===== config.mk =====
export PLATFORM = sky130hd
export DESIGN_NAME = mmio_regfile
export DESIGN_NICKNAME = d
export VERILOG_FILES = /design/src/rtl/mmio_regfile.sv
export SDC_FILE = /design/constraint.sdc
export NUM_CORES = 2
export LEC_CHECK = 0
export CORE_AREA = 2 2 666 668
export CTS_CLUSTER_DIAMETER = 60
export CTS_CLUSTER_SIZE = 24
export DETAILED_ROUTE_END_ITERATION = 8
export DIE_AREA = 0 0 668 670
export GPL_TIMING_DRIVEN = 0
export PLACE_DENSITY = 0.3
export RECOVER_POWER = 50
export SYNTH_ARGS = -nofsm -noshare
export SYNTH_HDL_FRONTEND = slang
export SYNTH_SLANG_ARGS = --single-unit

===== constraint.sdc =====
create_clock -name clock -period 12.4 [get_ports clock]
set_clock_uncertainty 0.05 [all_clocks]
set_input_delay 1.24 -clock clock [delete_from_list [all_inputs] [get_ports clock]]
set_output_delay 1.24 -clock clock [all_outputs]
set_load 0.005 [all_outputs]

===== src/rtl/mmio_regfile.sv =====
// rtl/mmio_regfile.sv - PSL MMIO register file: status, W1C sticky and control banks with parity and fixed-latency ack.
// Optional MMIO_SNAPSHOT_EN: a status-0 read freezes all status registers for coherent multi-register reads.
module mmio_regfile #(
  parameter int          NUM_STATUS  = 16,
  parameter int          NUM_STICKY  = 2,
  parameter int          NUM_CTRL    = 4,
  parameter logic [23:0] STATUS_BASE = 24'h000100,
  parameter logic [23:0] STICKY_BASE = 24'h000200,
  parameter logic [23:0] CTRL_BASE   = 24'h000300
) (
  input  logic                       clock,
  input  logic                       reset,
  input  logic                       mmio_valid,
  input  logic                       mmio_read,
  input  logic                       mmio_dw,
  input  logic [23:0]                mmio_addr,
  input  logic                       mmio_addr_par,
  input  logic [63:0]                mmio_wdata,
  input  logic                       mmio_wdata_par,
  input  logic [NUM_STATUS*64-1:0]   status_in,
  input  logic [NUM_STICKY*64-1:0]   sticky_set,
  output logic                       mmio_ack,
  output logic [63:0]                mmio_rdata,
  output logic                       mmio_rdata_par,
  output logic [NUM_CTRL*64-1:0]     ctrl_out,
  output logic [NUM_CTRL-1:0]        ctrl_pulse,
  output logic [NUM_STICKY*64-1:0]   sticky_out,
  output logic [2:0]                 mmio_errors
);

  typedef enum logic [1:0] {BANK_NONE, BANK_STAT, BANK_STKY, BANK_CTRL} bank_t;

  logic [63:0] stat_arr [NUM_STATUS];
  logic [63:0] ctrl_q   [NUM_CTRL];
  logic [63:0] stky_q   [NUM_STICKY];

  for (genvar g = 0; g < NUM_STATUS; g++) begin : g_stat
    assign stat_arr[g] = status_in[g*64 +: 64];
  end
  for (genvar g = 0; g < NUM_CTRL; g++) begin : g_ctrl
    assign ctrl_out[g*64 +: 64] = ctrl_q[g];
  end
  for (genvar g = 0; g < NUM_STICKY; g++) begin : g_stky
    assign sticky_out[g*64 +: 64] = stky_q[g];
  end

  // S1: raw request capture
  logic        s1_v, s1_read, s1_dw, s1_apar, s1_dpar;
  logic [23:0] s1_addr;
  logic [63:0] s1_wdata;
  logic        s2_v, s3_v;
  logic        busy, ovl;

  assign busy = s1_v | s2_v | s3_v;
  assign ovl  = mmio_valid & busy;

  always_ff @(posedge clock) begin
    if (reset) begin
      s1_v <= 1'b0;
    end else begin
      s1_v <= mmio_valid & ~busy;
    end
    if (mmio_valid & ~busy) begin
      s1_read  <= mmio_read;
      s1_dw    <= mmio_dw;
      s1_addr  <= mmio_addr;
      s1_apar  <= mmio_addr_par;
      s1_wdata <= mmio_wdata;
      s1_dpar  <= mmio_wdata_par;
    end
  end

  // S2: address decode and parity check (bit 23 only picks the 32-bit half)
  logic [22:0] off_s, off_k, off_c;
  logic        hit_s, hit_k, hit_c;
  bank_t       dec_bank;
  logic [5:0]  dec_idx;
  logic        dec_aerr, dec_derr;

  always_comb begin
    off_s = s1_addr[22:0] - STATUS_BASE[22:0];
    off_k = s1_addr[22:0] - STICKY_BASE[22:0];
    off_c = s1_addr[22:0] - CTRL_BASE[22:0];
    hit_s = (s1_addr[22:0] >= STATUS_BASE[22:0]) && !off_s[0] &&
            ({10'd0, off_s[22:1]} < NUM_STATUS);
    hit_k = (s1_addr[22:0] >= STICKY_BASE[22:0]) && !off_k[0] &&
            ({10'd0, off_k[22:1]} < NUM_STICKY);
    hit_c = (s1_addr[22:0] >= CTRL_BASE[22:0]) && !off_c[0] &&
            ({10'd0, off_c[22:1]} < NUM_CTRL);
    dec_bank = BANK_NONE;
    dec_idx  = 6'd0;
    if (hit_s) begin
      dec_bank = BANK_STAT;
      dec_idx  = off_s[6:1];
    end else if (hit_k) begin
      dec_bank = BANK_STKY;
      dec_idx  = off_k[6:1];
    end else if (hit_c) begin
      dec_bank = BANK_CTRL;
      dec_idx  = off_c[6:1];
    end
    dec_aerr = ~^{s1_addr, s1_apar};
    dec_derr = ~s1_read & ~^{s1_wdata, s1_dpar};
  end

  logic        s2_read, s2_dw, s2_half, s2_aerr, s2_derr;
  bank_t       s2_bank;
  logic [5:0]  s2_idx;
  logic [63:0] s2_wdata;

  always_ff @(posedge clock) begin
    if (reset) begin
      s2_v <= 1'b0;
    end else begin
      s2_v <= s1_v;
    end
    s2_read  <= s1_read;
    s2_dw    <= s1_dw;
    s2_half  <= s1_addr[23];
    s2_bank  <= dec_bank;
    s2_idx   <= dec_idx;
    s2_wdata <= s1_wdata;
    s2_aerr  <= dec_aerr;
    s2_derr  <= dec_derr;
  end

  // Status value captured on the way into S3
  logic [63:0] stat_live, stat_val;

  always_comb begin
    stat_live = 64'd0;
    for (int i = 0; i < NUM_STATUS; i++) begin
      if (s2_idx == 6'(i)) stat_live = stat_arr[i];
    end
  end

`ifdef MMIO_SNAPSHOT_EN
  logic [63:0] snap_q [NUM_STATUS];
  logic [63:0] snap_sel;
  logic        snap_take;

  always_comb begin
    snap_take = s2_v & s2_read & (s2_bank == BANK_STAT) & (s2_idx == 6'd0) & ~s2_aerr;
    snap_sel  = 64'd0;
    for (int i = 0; i < NUM_STATUS; i++) begin
      if (s2_idx == 6'(i)) snap_sel = snap_q[i];
    end
    stat_val = snap_take ? stat_live : snap_sel;
  end

  always_ff @(posedge clock) begin
    if (reset) begin
      for (int i = 0; i < NUM_STATUS; i++) snap_q[i] <= 64'd0;
    end else if (snap_take) begin
      for (int i = 0; i < NUM_STATUS; i++) snap_q[i] <= stat_arr[i];
    end
  end
`else
  assign stat_val = stat_live;
`endif

  logic        s3_read, s3_dw, s3_half, s3_aerr, s3_derr;
  bank_t       s3_bank;
  logic [5:0]  s3_idx;
  logic [63:0] s3_wdata, s3_stat;

  always_ff @(posedge clock) begin
    if (reset) begin
      s3_v <= 1'b0;
    end else begin
      s3_v <= s2_v;
    end
    s3_read  <= s2_read;
    s3_dw    <= s2_dw;
    s3_half  <= s2_half;
    s3_bank  <= s2_bank;
    s3_idx   <= s2_idx;
    s3_wdata <= s2_wdata;
    s3_aerr  <= s2_aerr;
    s3_derr  <= s2_derr;
    s3_stat  <= stat_val;
  end

  // S3: read mux and write enables; half select 0 = upper word (bits 63:32)
  logic                  wr_ok;
  logic [63:0]           wmask, wval, rd_full, rd_word;
  logic [NUM_CTRL-1:0]   ctrl_we;
  logic [NUM_STICKY-1:0] stky_we;

  always_comb begin
    wr_ok = s3_v & ~s3_read & ~s3_aerr & ~s3_derr;
    wmask = s3_dw ? {64{1'b1}} :
            (s3_half ? {32'd0, {32{1'b1}}} : {{32{1'b1}}, 32'd0});
    wval  = s3_dw ? s3_wdata : {s3_wdata[31:0], s3_wdata[31:0]};
    rd_full = 64'd0;
    case (s3_bank)
      BANK_STAT: rd_full = s3_stat;
      BANK_STKY: begin
        for (int i = 0; i < NUM_STICKY; i++) begin
          if (s3_idx == 6'(i)) rd_full = stky_q[i];
        end
      end
      BANK_CTRL: begin
        for (int i = 0; i < NUM_CTRL; i++) begin
          if (s3_idx == 6'(i)) rd_full = ctrl_q[i];
        end
      end
      default: rd_full = 64'd0;
    endcase
    if (s3_aerr) rd_full = 64'd0;
    rd_word = s3_dw ? rd_full :
              (s3_half ? {rd_full[31:0], rd_full[31:0]} : {rd_full[63:32], rd_full[63:32]});
    for (int i = 0; i < NUM_CTRL; i++) begin
      ctrl_we[i] = wr_ok && (s3_bank == BANK_CTRL) && (s3_idx == 6'(i));
    end
    for (int i = 0; i < NUM_STICKY; i++) begin
      stky_we[i] = wr_ok && (s3_bank == BANK_STKY) && (s3_idx == 6'(i));
    end
  end

  always_ff @(posedge clock) begin
    if (reset) begin
      mmio_ack       <= 1'b0;
      mmio_rdata     <= 64'd0;
      mmio_rdata_par <= 1'b1;
      mmio_errors    <= 3'd0;
      ctrl_pulse     <= '0;
      for (int i = 0; i < NUM_CTRL; i++) ctrl_q[i] <= 64'd0;
      for (int i = 0; i < NUM_STICKY; i++) stky_q[i] <= 64'd0;
    end else begin
      mmio_ack    <= s3_v;
      mmio_errors <= {ovl, s3_v & s3_derr, s3_v & s3_aerr};
      if (s3_v & s3_read) begin
        mmio_rdata     <= rd_word;
        mmio_rdata_par <= ~^rd_word;
      end
      ctrl_pulse <= ctrl_we;
      for (int i = 0; i < NUM_CTRL; i++) begin
        if (ctrl_we[i]) ctrl_q[i] <= (ctrl_q[i] & ~wmask) | (wval & wmask);
      end
      // Set is OR-ed after the clear so a simultaneous set wins
      for (int i = 0; i < NUM_STICKY; i++) begin
        stky_q[i] <= (stky_q[i] & ~(stky_we[i] ? (wval & wmask) : 64'd0)) |
                     sticky_set[i*64 +: 64];
      end
    end
  end

endmodule


==> impl_metrics.toml <==
[sta]
max_slew_margin = -1.59
hold_violations = 0
fin_tns_setup_ns = 0
slew_violations = 179
post-route-period-util = 0.645
fmax_mhz = 125
timing.final.ws_setup_ns = 4.41
whs_ns = 0.256
finalSetupViolCount = 0
grt_setup_unrepaired = "no"
period_needed_ns = 7.99
worst_pin_slew_ns = 3.88

[placed_design]
dp_hpwl_um = 500000
port_buffers = 1703
globalplace.congestion = 0.967
post-place-ws_ns = 4.06
dp_cells = 11934
place_area_um2 = 65000

[floorplanning]
die_x_um = 668
ioPinCount = 1704
dieArea_um2 = 448000
core-area_um2 = 440000
start_util = 0.0896
die-height_um = 670
num_rows = 244

[drt]
firstDrtPassIters = 6
detail_route.wl_per_cell_um = 46.0
first_iter_violations = 5416
via_per_inst = 3.97
drc = 0
drtAntennaViolNets = 0
routed_wl_um = 562000
vias = 48500

[run]
drv_cap = 13

[grt]
grt_overflow = 0
gr-usage-all-layers = 0.241
antenna_found_initial = 301
grt_max_degree = 50
grt_pass1_vias = 46340
grt_pass1_wl_um = 667000

[setup_path]
start_kind = "register"
cp.arrival_ns = 8.55
crit_top_cell = "clkbuf_1"
cp-end-kind = "register"
path_cells = "clkbuf_1 > clkbuf_1 > buf_1 > nor2_1 > clkbuf_1 > a222oi_1 > o211ai_1 > o221ai_1 > nand2_1 > a22oi_1 > o21ai_1 > buf_6 > o21ai_0 > nand2_1"
cp_slowest_stage_delay_ns = 1.20
critical_path_class = "reg -> reg"
critPathMaxFanout = 10
critPathRequiredTime_ns = 12.96
critical-path-slowest-cell = "a222oi_1"

[synth]
netlist_instances = 4270
ys_warn_count = 0
async_flop_share = 0
synth-edff-count = 348
syn_area_um2 = 39500
ys_dominant_reg_cell = "dfxtp_1"
syn_area_per_cell_um2 = 9.24
ys_types = 80
syn-num-nets = 5538
yosysSeqAreaShare = 0.479
synth_seq_cells = 770

[run_status]
status = "complete, but fails checks"
violations = "capacitance limit, slew limit"

[clock_network]
clock_latency_ns = 0.77
ctsHoldBuffers = 0
cts_tree = "done"
clockBufferDepth = 3
clock-sinks = 770
ctsResizeCount = 0
postCtsSetupBuffers = 0
cts_buffers = 94
clock-root-buffer = "clkbuf_16"
clk_pin_slew_worst_paths_ns = 0.07
h-tree-depth = 3

[power]
p_per_area_nw_per_um2 = 109
vdd.ir_drop.worst_mv = 0.103
finalPower_mw = 7.49
p_leak_nw = 23.4

[layout]
final_common_cell = "clkdlybuf4s50_1"
final_area_um2 = 68600
instances_no_fill = 12221
final_cell_mix = "clkdlybuf4s50_1 (1160), a21oi_1 (637), nand2_1 (592)"
final_util = 0.156
area_delta_synth_final_pct = 73.9
nets = 7396
drive_gt1_frac = 0.0789

[hold_path]
hold_class = "reg -> reg"
-- cell type report --
type | instances | area (µm²)
inverter | 175 | 657
timing repair buffer | 1762 | 17900
fill | 49954 | 372000
clock inverter | 71 | 833
buffer | 339 | 1430
antenna | 108 | 270
sequential | 770 | 18900
clock buffer | 106 | 2520
tap | 5904 | 7390
multi-input combinational | 2986 | 18700
-- kinds of logic after synthesis --
logic type,after synthesis,share of synthesized area
flops,770,0.479
fa+ha+maj,21,0.00666
buf+inv,514,0.0514
simple gates,1053,0.116
compound gates,1575,0.242
xor+xnor,140,0.0349
mux,197,0.0699
-- cells in the mapped netlist, types with 41 or more instances --
master    count  area [µm²]
a221oi_1     46         403
dfxtp_1     422        8450
a22oi_1     157        1180
mux2i_1      83         831
inv_1       175         657
a222oi_1     41         410
nand2_1     592        2220
xnor2_1     103         902
clkbuf_1    257         965
mux4_2       57        1280
nor2_1      204         766
a211oi_1     59         443
nand3_1      48         240
nor3_1       62         310
edfxtp_1    348       10500
o21ai_0     339        1700
mux2_2       57         642
o22ai_1     101         632
a21oi_1     641        3210
-- worst max-delay path, delay by kind of cell (launching register included) --
| family | cells | cell delay, ns |
|---|---|---|
| AOI/OAI and AO/OA | 6 | 2.71 |
| buffers and inverters | 5 | 3.13 |
| DFF | 1 | 0.43 |
| and+or+nand+nor | 3 | 1.37 |
-- layer usage --
metal / track usage / vias to the layer above / wire length (µm)
met5: 0 / - / 721
li1: - / 19699 / -
met2: 0.378 / 2813 / 247000
met1: 0.333 / 25329 / 256000
met4: 0.0644 / 106 / 18800
met3: 0.0502 / 553 / 39400
-- power by group --
group	switching, mW	internal [mW]	total, mW
Combinational	0.874	0.620	1.49
Clock	1.42	1.64	3.07
Sequential	0.142	2.78	2.93
-- sequential cells by signal, indices dropped and copies added, names as in the netlist, 3 cells and up --
signal	flops
s3_wdata	64
s2_idx	6
ctrl_pulse	4
s2_wdata	64
s1_wdata	64
s3_stat	64
ctrl_q	256
mmio_rdata	64
mmio_errors	3
stky_q	128
s3_idx	6
s1_addr	24
-- path summary, 6_finish.rpt --
kind         depth (start not counted)            startpoint                    to  slack [ns]
min                                  0  s2_wdata[24]$_DFF_P_  s3_wdata[24]$_DFF_P_        0.26
max reg2reg                         14     s2_idx[1]$_DFF_P_   s3_stat[36]$_DFF_P_        4.41
max                                 14     s2_idx[1]$_DFF_P_   s3_stat[36]$_DFF_P_        4.41
min reg2reg                          0  s2_wdata[24]$_DFF_P_  s3_wdata[24]$_DFF_P_        0.26
(Power assumes the default switching activity.)
